$ cat config.mk
export PLATFORM = sky130hd
export DESIGN_NAME = lsu_port_flat
export DESIGN_NICKNAME = d
export VERILOG_FILES = /design/src/rtl/lsu_port_if.sv /design/src/rtl/lsu_port.sv /design/src/flat_wrapper.sv
export SDC_FILE = /design/constraint.sdc
export NUM_CORES = 1
export LEC_CHECK = 0
export BUFFER_PORTS_ARGS = -buffer_cell sky130_fd_sc_hd__buf_2
export CAP_MARGIN = 25
export CORE_MARGIN = 3
export CORE_UTILIZATION = 35
export CTS_CLUSTER_SIZE = 24
export DETAILED_ROUTE_END_ITERATION = 12
export GPL_ROUTABILITY_DRIVEN = 0
export PLACE_DENSITY_LB_ADDON = 0.3
export SLEW_MARGIN = 40
export SYNTH_ARGS = -nofsm -noshare
export SYNTH_HDL_FRONTEND = slang
export SYNTH_SLANG_ARGS = --single-unit
$ cat constraint.sdc
create_clock -name clk -period 2.3 [get_ports clk]
set_clock_uncertainty 0.2 [all_clocks]
set_input_delay 0.115 -clock clk [delete_from_list [all_inputs] [get_ports clk]]
set_output_delay 0.115 -clock clk [all_outputs]
set_load 0.005 [all_outputs]
$ cat src/rtl/lsu_port_if.sv
// lsu_port_if: request/response handshake and RAM bus of the load/store unit.
//   slave  modport : seen by lsu_port (takes requests, drives RAM strobes)
//   master modport : seen by the execute stage / RAM side (or a testbench)
//   req_*  : request channel (valid/ready, we, funct3, addr, wdata)
//   resp_* : response channel (valid/ready, rdata, error)
//   mem_*  : RAM byte address, write data, sb/sh/sw strobes, combinational read
interface lsu_port_if #(
  parameter int ADDRESS_LENGTH = 32
);
  logic                      req_valid;
  logic                      req_ready;
  logic                      req_we;
  logic [2:0]                req_funct3;
  logic [ADDRESS_LENGTH-1:0] req_addr;
  logic [ADDRESS_LENGTH-1:0] req_wdata;

  logic                      resp_valid;
  logic                      resp_ready;
  logic [ADDRESS_LENGTH-1:0] resp_rdata;
  logic                      resp_error;

  logic [ADDRESS_LENGTH-1:0] mem_a;
  logic [ADDRESS_LENGTH-1:0] mem_wd;
  logic                      mem_sb;
  logic                      mem_sh;
  logic                      mem_sw;
  logic [ADDRESS_LENGTH-1:0] mem_rd;

  modport slave (
    input  req_valid, req_we, req_funct3, req_addr, req_wdata, resp_ready, mem_rd,
    output req_ready, resp_valid, resp_rdata, resp_error,
           mem_a, mem_wd, mem_sb, mem_sh, mem_sw
  );

  modport master (
    output req_valid, req_we, req_funct3, req_addr, req_wdata, resp_ready, mem_rd,
    input  req_ready, resp_valid, resp_rdata, resp_error,
           mem_a, mem_wd, mem_sb, mem_sh, mem_sw
  );
endinterface

$ cat src/rtl/lsu_port.sv
// lsu_port: single-outstanding load/store unit between execute and data RAM.
// Accepts one request, spends one ACCESS cycle driving the RAM (strobe for a
// store, read-word capture for a load), then holds one response until taken.
// Misaligned or illegal requests never touch memory and respond with error.
//   clk, rst_n : clock and asynchronous active-low reset
//   bus        : lsu_port_if slave modport (request, response and RAM signals)
//
// state    | meaning
// ---------+--------------------------------------------------------
// S_IDLE   | req_ready high, waiting for a request
// S_ACCESS | one cycle: RAM strobe asserted / read word captured
// S_RESP   | resp_valid high, waiting for resp_ready
module lsu_port #(
  parameter int ADDRESS_LENGTH = 32
) (
  input logic       clk,
  input logic       rst_n,
  lsu_port_if.slave bus
);

  localparam logic [1:0] S_IDLE   = 2'd0;
  localparam logic [1:0] S_ACCESS = 2'd1;
  localparam logic [1:0] S_RESP   = 2'd2;

  localparam logic [2:0] F3_B  = 3'b000;
  localparam logic [2:0] F3_H  = 3'b001;
  localparam logic [2:0] F3_W  = 3'b010;
  localparam logic [2:0] F3_BU = 3'b100;
  localparam logic [2:0] F3_HU = 3'b101;

  logic [1:0]                state;
  logic                      we_q;
  logic [2:0]                funct3_q;
  logic                      err_q;
  logic [ADDRESS_LENGTH-1:0] addr_q;
  logic [ADDRESS_LENGTH-1:0] wdata_q;
  logic [ADDRESS_LENGTH-1:0] rdata_q;
  logic                      resp_err_q;
  logic [ADDRESS_LENGTH-1:0] load_ext;
  logic                      req_err;
  logic                      do_store;

  // Illegal width codes, unsigned stores, and misaligned half/word accesses.
  function automatic logic calc_err(input logic we, input logic [2:0] f3,
                                    input logic [1:0] a);
    logic e;
    case (f3)
      F3_B:         e = 1'b0;
      F3_H:         e = a[0];
      F3_W:         e = (a != 2'b00);
      F3_BU:        e = we;
      F3_HU:        e = we | a[0];
      default:      e = 1'b1;
    endcase
    return e;
  endfunction

  assign req_err = calc_err(bus.req_we, bus.req_funct3, bus.req_addr[1:0]);

  // mem_rd[7:0] is the byte at mem_a, so extension always works on the low bits.
  always_comb begin
    load_ext = '0;
    case (funct3_q)
      F3_B:    load_ext = {{(ADDRESS_LENGTH-8){bus.mem_rd[7]}}, bus.mem_rd[7:0]};
      F3_H:    load_ext = {{(ADDRESS_LENGTH-16){bus.mem_rd[15]}}, bus.mem_rd[15:0]};
      F3_W:    load_ext = bus.mem_rd;
      F3_BU:   load_ext = {{(ADDRESS_LENGTH-8){1'b0}}, bus.mem_rd[7:0]};
      F3_HU:   load_ext = {{(ADDRESS_LENGTH-16){1'b0}}, bus.mem_rd[15:0]};
      default: load_ext = '0;
    endcase
  end

  always_ff @(posedge clk or negedge rst_n) begin
    if (!rst_n) begin
      state      <= S_IDLE;
      we_q       <= 1'b0;
      funct3_q   <= 3'b000;
      err_q      <= 1'b0;
      addr_q     <= '0;
      wdata_q    <= '0;
      rdata_q    <= '0;
      resp_err_q <= 1'b0;
    end else begin
      case (state)
        S_IDLE: begin
          if (bus.req_valid) begin
            we_q     <= bus.req_we;
            funct3_q <= bus.req_funct3;
            err_q    <= req_err;
            addr_q   <= bus.req_addr;
            wdata_q  <= bus.req_wdata;
            state    <= S_ACCESS;
          end
        end
        S_ACCESS: begin
          resp_err_q <= err_q;
          rdata_q    <= (!we_q && !err_q) ? load_ext : '0;
          state      <= S_RESP;
        end
        S_RESP: begin
          if (bus.resp_ready) begin
            resp_err_q <= 1'b0;
            rdata_q    <= '0;
            state      <= S_IDLE;
          end
        end
        default: state <= S_IDLE;
      endcase
    end
  end

  // Gated by rst_n so a reset landing mid-ACCESS kills the write before the edge.
  assign do_store = rst_n && (state == S_ACCESS) && we_q && !err_q;

  assign bus.mem_sb     = do_store && (funct3_q == F3_B);
  assign bus.mem_sh     = do_store && (funct3_q == F3_H);
  assign bus.mem_sw     = do_store && (funct3_q == F3_W);
  assign bus.mem_a      = addr_q;
  assign bus.mem_wd     = wdata_q;
  assign bus.req_ready  = rst_n && (state == S_IDLE);
  assign bus.resp_valid = (state == S_RESP);
  assign bus.resp_rdata = rdata_q;
  assign bus.resp_error = resp_err_q;

endmodule
$ cat src/flat_wrapper.sv
// flat-port wrapper written by rule: the top's interface ports become plain ports
module lsu_port_flat 
#(
  parameter int ADDRESS_LENGTH = 32
)
  (clk, rst_n, bus_req_valid, bus_req_we, bus_req_funct3, bus_req_addr, bus_req_wdata, bus_resp_ready, bus_mem_rd, bus_req_ready, bus_resp_valid, bus_resp_rdata, bus_resp_error, bus_mem_a, bus_mem_wd, bus_mem_sb, bus_mem_sh, bus_mem_sw);
  lsu_port_if #(.ADDRESS_LENGTH(ADDRESS_LENGTH)) bus_i ();
  input logic clk;
  input logic rst_n;
  input wire logic [$bits(bus_i.req_valid)-1:0] bus_req_valid;
  input wire logic [$bits(bus_i.req_we)-1:0] bus_req_we;
  input wire logic [$bits(bus_i.req_funct3)-1:0] bus_req_funct3;
  input wire logic [$bits(bus_i.req_addr)-1:0] bus_req_addr;
  input wire logic [$bits(bus_i.req_wdata)-1:0] bus_req_wdata;
  input wire logic [$bits(bus_i.resp_ready)-1:0] bus_resp_ready;
  input wire logic [$bits(bus_i.mem_rd)-1:0] bus_mem_rd;
  output wire logic [$bits(bus_i.req_ready)-1:0] bus_req_ready;
  output wire logic [$bits(bus_i.resp_valid)-1:0] bus_resp_valid;
  output wire logic [$bits(bus_i.resp_rdata)-1:0] bus_resp_rdata;
  output wire logic [$bits(bus_i.resp_error)-1:0] bus_resp_error;
  output wire logic [$bits(bus_i.mem_a)-1:0] bus_mem_a;
  output wire logic [$bits(bus_i.mem_wd)-1:0] bus_mem_wd;
  output wire logic [$bits(bus_i.mem_sb)-1:0] bus_mem_sb;
  output wire logic [$bits(bus_i.mem_sh)-1:0] bus_mem_sh;
  output wire logic [$bits(bus_i.mem_sw)-1:0] bus_mem_sw;
  assign bus_i.req_valid = bus_req_valid;
  assign bus_i.req_we = bus_req_we;
  assign bus_i.req_funct3 = bus_req_funct3;
  assign bus_i.req_addr = bus_req_addr;
  assign bus_i.req_wdata = bus_req_wdata;
  assign bus_i.resp_ready = bus_resp_ready;
  assign bus_i.mem_rd = bus_mem_rd;
  assign bus_req_ready = bus_i.req_ready;
  assign bus_resp_valid = bus_i.resp_valid;
  assign bus_resp_rdata = bus_i.resp_rdata;
  assign bus_resp_error = bus_i.resp_error;
  assign bus_mem_a = bus_i.mem_a;
  assign bus_mem_wd = bus_i.mem_wd;
  assign bus_mem_sb = bus_i.mem_sb;
  assign bus_mem_sh = bus_i.mem_sh;
  assign bus_mem_sw = bus_i.mem_sw;
  lsu_port #(.ADDRESS_LENGTH(ADDRESS_LENGTH)) u_core (.clk(clk), .rst_n(rst_n), .bus(bus_i));
endmodule
**Word level (Yosys, flattened, before mapping)**

Cells that the tools add are included.

- Output and inout port bits: 102
- Bits of input ports: 104
- Flip-flop bits (word level): 104
- Logic and storage cells: 49

- Multiplexer cells: 10
- Bitwise gates (word level): 1
- Reduce and logical (&&, ||, !) cells: 18
- Equal/unequal tests: 12

Operators by type and width:

| operator | count |
|---|---|
| case mux 32 bit (5 select lines) | 1 |
| 2-to-1 mux 32 bit | 2 |
| case mux 32 bit (2 select lines) | 1 |
| == test 3 bit, second input constant | 4 |
| logical AND 1 bit | 8 |
| == test 3 x 1 -> 1 bit, second input constant | 2 |
| == test 3 x 2 -> 1 bit, second input constant | 2 |
| zero test 3 bit | 2 |
| case mux 2 bit (3 select lines) | 1 |
| AND reduction 2 bit | 3 |
| case mux 1 bit (5 select lines) | 1 |
| 2-to-1 mux 2 bit | 2 |
| != test 2 bit, second input constant | 2 |
| nonzero test 2 bit | 2 |
| == test 2 x 1 -> 1 bit, second input constant | 1 |
| == test 2 bit, second input constant | 1 |
| zero test 1 bit | 2 |
| zero test 2 bit | 1 |
| case mux 1 bit (2 select lines) | 1 |
| 2-to-1 mux 1 bit | 1 |
| bitwise OR 1 bit | 1 |

**Depth between registers and ports, before layout**

Gate-level depths: netlist of the first run.

- Depth after elaboration: 5
- Mapped depth: 5
- Depth with buffers taken out: 3

**Worst setup path before layout of the first run**

Ideal clock, no wire load.

- Path kind: flip-flop to flip-flop
- From: reg u_core.err_q
- To: reg u_core.rdata_q[18] (netlist: u_core.bus.resp_rdata[18])
- Data arrival time: 1516 ps
- Stages on the path, launching flop included: 5
- Required time: 2036 ps
- Path buffers: 1
- Path slack: 520 ps
- Clock period less this slack: 1780 ps
- Setup time: 64 ps
- Cell sequence: dfrtp_1 or4b_4 a211oi_4 buf_6 a22o_2

- Cells in the longest elaborated chain, start to end: 4

Ends and longest elaborated chain:

| what | line | source |
|---|---|---|
| start: declaration | lsu_port.sv:34 | `logic err_q;` |
| start signal: assignment | lsu_port.sv:89 | `err_q <= req_err;` |
| zero test 1 bit | lsu_port.sv:97 | `rdata_q <= (!we_q && !err_q) ? load_ext : '0;` |
| logical AND 1 bit | lsu_port.sv:97 |  |
| 2-to-1 mux 32 bit | lsu_port.sv:97 |  |
| case mux 32 bit (2 select lines) | lsu_port.sv:84 | `case (state)` |
| end signal: assignment | lsu_port.sv:97 |  |
| end: declaration | lsu_port.sv:37 | `logic [ADDRESS_LENGTH-1:0] rdata_q;` |

Every way passes these cells.
A chain may end at the register's enable or synchronous reset.

**Final worst setup path of the first run**

- From: reg u_core.state[0]
- To: out bus_mem_sw

- Cells in the longest elaborated chain, start to end: 5

Ends and longest elaborated chain:

| what | line | source |
|---|---|---|
| start: declaration | lsu_port.sv:31 | `logic [1:0] state;` |
| start signal: assignment | lsu_port.sv:75 | `state <= S_IDLE;` |
| start signal: assignment | lsu_port.sv:92 | `state <= S_ACCESS;` |
| start signal: assignment | lsu_port.sv:98 | `state <= S_RESP;` |
| == test 2 x 1 -> 1 bit | lsu_port.sv:113 | `assign do_store = rst_n && (state == S_ACCESS) && we_q && !err_q;` |
| logical AND 1 bit (3 in series) | lsu_port.sv:113 |  |
| logical AND 1 bit | lsu_port.sv:117 | `assign bus.mem_sw = do_store && (funct3_q == F3_W);` |
| end: declaration | flat_wrapper.sv:25 | `output wire logic [$bits(bus_i.mem_sw)-1:0] bus_mem_sw;` |

Every way passes these cells.

==> reports/metrics.cfg, run 1 <==
[critical_path]
arrival_ps=1750
cp_max_fo=5
crit_buf_inv=2
reg2regPathDepth=4
cp-end-kind=primary output
path_class=register to primary output
slowest_delay_ps=390
crit_chain=buf_4, nand4b_1, or3_1, nor3b_1, buf_2
cp-start-kind=register
rr_endpoint=u_core.bus.resp_rdata[29]$_DFFE_PN0P_
r2r_setup_slack_ps=360
crit_family=simple AND/OR/NAND/NOR gates
crit_slowest_cell=dfrtp_1
cp.required_ps=1990
r2r_start=u_core.state[0]$_DFFE_PN0P_

[finish]
final_common_cell=buf_2
n_antenna_cell=0
regArea_um2=2600
nets=692
drive_gt1_share_pct=53.5
instances_no_fill=761
multiInputGateArea_um2=1670
final_cell_mix=buf_2 (204), dfrtp_1 (103), dlygate4sd3_1 (85)
fillers=1031
final_util_pct=55.8
syn2layout_area_growth_pct=54.4

[power_and_ir_drop]
p_per_area_nw_per_um2=1110
power_leakage_uw=0.00332
total_power_uw=7540
comb_power_share_pct=39.8
power.switching_uw=2450
switching_share_pct=32.5
clockPowerShare_pct=20.4
internal-power_uw=5090
pwr-share-seq_pct=39.8
ir_worst_vdd_v=0.000731

[worst_hold_path]
min_to=u_core.bus.resp_rdata[25]$_DFFE_PN0P_
holdCritStartpoint=bus_mem_rd[25]
hold_class=input pin to register
min_path_cells=4

[drt]
vias_per_cell=4.79
drt-total-wl_mm=12.8
drt-pass1-iter-count=4
drc=0
ant_nets=0
drtIter0Drc=259
via_count=3643
wl_per_cell_um=16.8

[timing]
max_freq_mhz=485
final-setup-viol-count=0
rsz0062_at_grt=false
period_needed_ps=2060
whs_ps=16.7
slew_headroom_pct=55.4
max_slew.worst_pin.slew_ps=667
finalHoldViolCount=0
fin_crit_sh_pct=89.7
setup_tns_ps=0
slew_violations=0

[floorplanning]
ios=206
coreArea_um2=12100
initial_core_util_pct=36.2
die_h_um=118
fp.dieW_um=118
rows=40
die_area_um2=13900

[synth]
synthArstFlopShare_pct=100
synthesis.area_um2=4380
synthXorXnorAreaFrac_pct=0
synth.avg_cell_area_um2=14.5
synthDistinctLibCells=32
synthMuxAreaShare_pct=23.2
synth_top_family_by_area=multiplexers
synth-compound-area-share_pct=11.8
synth_fp_nets=405
yosysSeqAreaShare_pct=59.4
yosysWarnings=0
ys.flop_type=dfrtp_1
synth-simple-area-share_pct=2.60
ys_seq_elements=104
synth_fa_ha_area_share_pct=0
synth_cells=301
synth_edf_count=0

[clock_network]
clockBufferDepth=2
worstSkewPairLatency_ps=340
htreeDepth=3
clock-sinks=104
cts-buffers-inserted=9
clkSlewWorstSetupHoldPaths_ps=70
root_buffer=clkbuf_16
cts_tree=built
postCtsSetupBuffers=0

[run]
drv_cap=0

[placement]
portBuffers=205
dpl.hpwl_mm=8.09
placed_cells=660

[outcome]
status=finished, final reports clean

[global_route]
grt.total_usage_pct=18.7
grt_max_degree=105
grt_pass1_vias=4029
grt_pass1_wl_mm=20.9
grt_overflow_total=0
antenna_found_initial=1

## how the worst max path moves through the flow
stage                     depth (start not counted)  slack [ps]                               endpoint                         from
after floorplan                                   4         520  u_core.bus.resp_rdata[18]$_DFFE_PN0P_     u_core.err_q$_DFFE_PN0P_
after global placement                            4         220  u_core.bus.resp_rdata[19]$_DFFE_PN0P_  u_core.state[1]$_DFFE_PN0P_
after detailed placement                          4         390  u_core.bus.resp_rdata[17]$_DFFE_PN0P_  u_core.state[1]$_DFFE_PN0P_
after CTS                                         5         230                             bus_mem_sw  u_core.state[0]$_DFFE_PN0P_
after global routing                              5         180                             bus_mem_sw  u_core.state[0]$_DFFE_PN0P_
final                                             5         240                             bus_mem_sw  u_core.state[0]$_DFFE_PN0P_
## worst reg2reg max path: stages (launching register included)
cell      delay [ps]
dfrtp_1          390
and2b_1          250
a21boi_4         560
buf_4            310
a22o_1           160
## metal layers
metal / wire [um] / track usage, % / vias up
met5: 7 / 0 / -
met4: 311 / 7.77 / 2
met3: 924 / 5.38 / 22
met2: 6340 / 31.5 / 156
met1: 5170 / 22.4 / 1773
li1: - / - / 1690
## sequential cells by signal (all words and copies together) (netlist names)
name,count
u_core.bus.mem_a,32
u_core.bus.mem_wd,32
u_core.bus.resp_error,1
u_core.bus.resp_rdata,32
u_core.err_q,1
u_core.funct3_q,3
u_core.state,2
u_core.we_q,1
## cells by family (layout without fill, tap and decap cells)
| kind of cell | after synthesis | count (layout) |
|---|---|---|
| flip-flops | 104 | 104 |
| multiplexers | 93 | 93 |
| buffers and inverters | 25 | 317 |
| AO/OA/AOI/OAI | 64 | 64 |
| AND/OR/NAND/NOR | 15 | 15 |
## power groups by stage
stage / Clock (uW) / Combinational (uW) / Sequential [uW]
final: 1540 / 3000 / 3000
after floorplan: 0 / 1590 / 3050
after CTS: 1590 / 3000 / 2990
after detailed placement: 0 / 2890 / 3000
after global placement: 0 / 2820 / 2970
after global routing: 1660 / 3280 / 3090
## synth_stat cells (all sizes together), types with 2 or more instances
library cell / number / area, um2
a22o: 32 / 293
o21ai: 18 / 90.1
mux2i: 24 / 240
nor3b: 4 / 35.0
buf: 14 / 86.3
mux2: 69 / 777
o2bb2ai: 7 / 61.3
clkbuf: 10 / 37.5
dfrtp: 104 / 2600
a21oi: 2 / 21.3
## per-stage QoR
stage / setup slack [ps] / cell area [um2]
5_1_grt: 180 / 6760
4_1_cts: 231 / 6760
6_report: 238 / 6760
3_5_place_dp: 385 / 5610
2_1_floorplan: 520 / 4380
3_3_place_gp: 218 / 5610
## timing repair
action	4_1_cts	5_1_grt
gates resized for setup	0	0
hold buffers	85	0
hold endpoints to repair	189	0
## area by class of cell
type                       count  share of cell area, %
clock buffer                  11                   3.59
clock inverter                 5                  0.833
inverter                       1                 0.0555
multi-input combinational    172                   24.6
sequential                   104                   38.5
tap                          168                   3.11
timing repair buffer         300                   29.3
Note: power is estimated with default switching activity, not from simulation.
==> inputs of run 2 (changes only) <==
Settings changed: CELL_PAD_IN_SITES_DETAIL_PLACEMENT set to 1, CELL_PAD_IN_SITES_GLOBAL_PLACEMENT set to 1.
==> reports/metrics.cfg, run 2 (synthesis results as in run 1) <==
[critical_path]
crit_family=buffers and inverters
slowest_delay_ps=560  ; +170 ps
cp.required_ps=1990  ; about the same
crit_buf_inv=3  ; +1
crit_slowest_cell=dlygate4sd3_1
cp_max_fo=20  ; +15
crit_chain=dlygate4sd3_1, buf_4, nand4b_1, or3_1, nor3b_1, buf_2
arrival_ps=1840  ; +90 ps
path_class=input pin to primary output
cp-end-kind=primary output
cp-start-kind=input pin

[global_route]
grt_pass1_vias=4301  ; +6.8%
antenna_found_initial=0  ; -1
grt.total_usage_pct=21.5  ; +2.8 points
grt_max_degree=55  ; -48%
grt_pass1_wl_mm=23.6  ; +13%
grt_overflow_total=0  ; unchanged

[finish]
final_util_pct=55.6  ; -0.25 points
drive_gt1_share_pct=53.6  ; +0.18 points
stdcell_area_um2=6730  ; -0.44%
instances_no_fill=759  ; -0.26%
final_common_cell=buf_2
final_cell_mix=buf_2 (204), dfrtp_1 (103), dlygate4sd3_1 (84)
n_antenna_cell=0  ; unchanged
syn2layout_area_growth_pct=53.7
nets=690  ; -0.29%

[floorplanning]
die_area_um2=13900  ; unchanged
coreArea_um2=12100  ; unchanged
ios=206  ; unchanged
initial_core_util_pct=36.2  ; unchanged
die_h_um=118  ; unchanged
rows=40  ; unchanged
fp.dieW_um=118  ; unchanged

[timing]
max_freq_mhz=464  ; -4.3%
slew_headroom_pct=57.4  ; +2.0 points
final-setup-viol-count=0  ; unchanged
slew_violations=0  ; unchanged
period_needed_ps=2150  ; +91.7 ps
finalHoldViolCount=0  ; unchanged
max_slew.worst_pin.slew_ps=639  ; -27.9 ps
rsz0062_at_grt=false
setup_tns_ps=0  ; unchanged
fin_crit_sh_pct=93.6  ; +4.0 points
finalWorstSetupSlack_ps=146  ; -91.7 ps

[worst_hold_path]
hold_class=input pin to async pin

[drt]
drc=0  ; unchanged
drt-total-wl_mm=14.6  ; +15%
drtIter0Drc=107  ; -59%
drt-pass1-iter-count=4  ; unchanged
wl_per_cell_um=19.3  ; +15%
ant_nets=0  ; unchanged
vias_per_cell=4.82  ; +0.62%
via_count=3656  ; +0.36%

[run]
drv_cap=0  ; unchanged

[clock_network]
cts_resized=0  ; unchanged
cts-buffers-inserted=9  ; unchanged
root_buffer=clkbuf_16
cts_tree=built
clockBufferDepth=2  ; unchanged
clkSlewWorstSetupHoldPaths_ps=70  ; about the same
htreeDepth=3  ; unchanged
clock-sinks=104  ; unchanged
worstSkewPairLatency_ps=340  ; about the same

[placement]
dpl.hpwl_mm=8.82  ; +9.0%
placed_cells=659  ; -0.15%
place_ws_ps=399  ; +13.7 ps
portBuffers=205  ; unchanged
dpl_cell_area_um2=5590  ; -0.49%

[power_and_ir_drop]
power_leakage_uw=0.00330  ; -0.67%
p_per_area_nw_per_um2=1140  ; +2.3%
ir_worst_vdd_v=0.000594  ; -19%

[outcome]
status=finished, final reports clean

run 2: area by class of cell:
cell class                      count  area, um2
Clock buffer                       10        239
Clock inverter                      6       67.6
Fill cell                        1283       5380
Inverter                            1       3.75
Multi-Input combinational cell    172       1660
Sequential cell                   104       2600
Tap cell                          168        210
Timing Repair Buffer              298       1950
run 2: final timing paths:
path                       cells past startpoint                                    end                                   from  slack [ps]
max in group asynchronous                      3  u_core.bus.resp_rdata[21]$_DFFE_PN0P_                                  rst_n         960
min in group clk                               4  u_core.bus.resp_rdata[20]$_DFFE_PN0P_                         bus_mem_rd[20]          20
max                                            6                             bus_mem_sw                                  rst_n         150
max reg2reg                                    3   u_core.bus.resp_rdata[5]$_DFFE_PN0P_            u_core.state[0]$_DFFE_PN0P_         370
min                                            2        u_core.bus.mem_a[4]$_DFFE_PN0P_                                  rst_n          20
min reg2reg                                    1  u_core.bus.resp_rdata[30]$_DFFE_PN0P_  u_core.bus.resp_rdata[30]$_DFFE_PN0P_         310
run 2: repair_timing:
item                      CTS  global route
hold buffers               84             0
setup buffers               0             0
hold endpoints to repair  188             0
run 2: worst reg2reg max path: stages, from the launching register on:
cell,delay (ps)
dfrtp_1,490
or4b_4,550
a21oi_4,400
a22o_1,230
run 2: where the power goes:
| part | internal, uW | switching [uW] |
|---|---|---|
| Combinational | 1620 | 1390 |
| Clock | 878 | 701 |
| Sequential | 2570 | 516 |
| Total | 5070 | 2610 |
run 2: per-stage QoR:
step / hold WS (ps) / power [uW]
2_1_floorplan: -381 / 4640
3_3_place_gp: -195 / 5780
3_5_place_dp: -196 / 5910
4_1_cts: 5.00 / 7630
5_1_grt: 36.4 / 8170
6_report: 20.4 / 7680
run 2: per-layer routing:
layer | wire, um | vias up | global-route usage [%]
met5 | 0 | - | 0
met1 | 5720 | 1812 | 24.7
met4 | 319 | 0 | 7.03
met3 | 985 | 24 | 6.10
li1 | - | 1678 | -
met2 | 7620 | 142 | 38.6
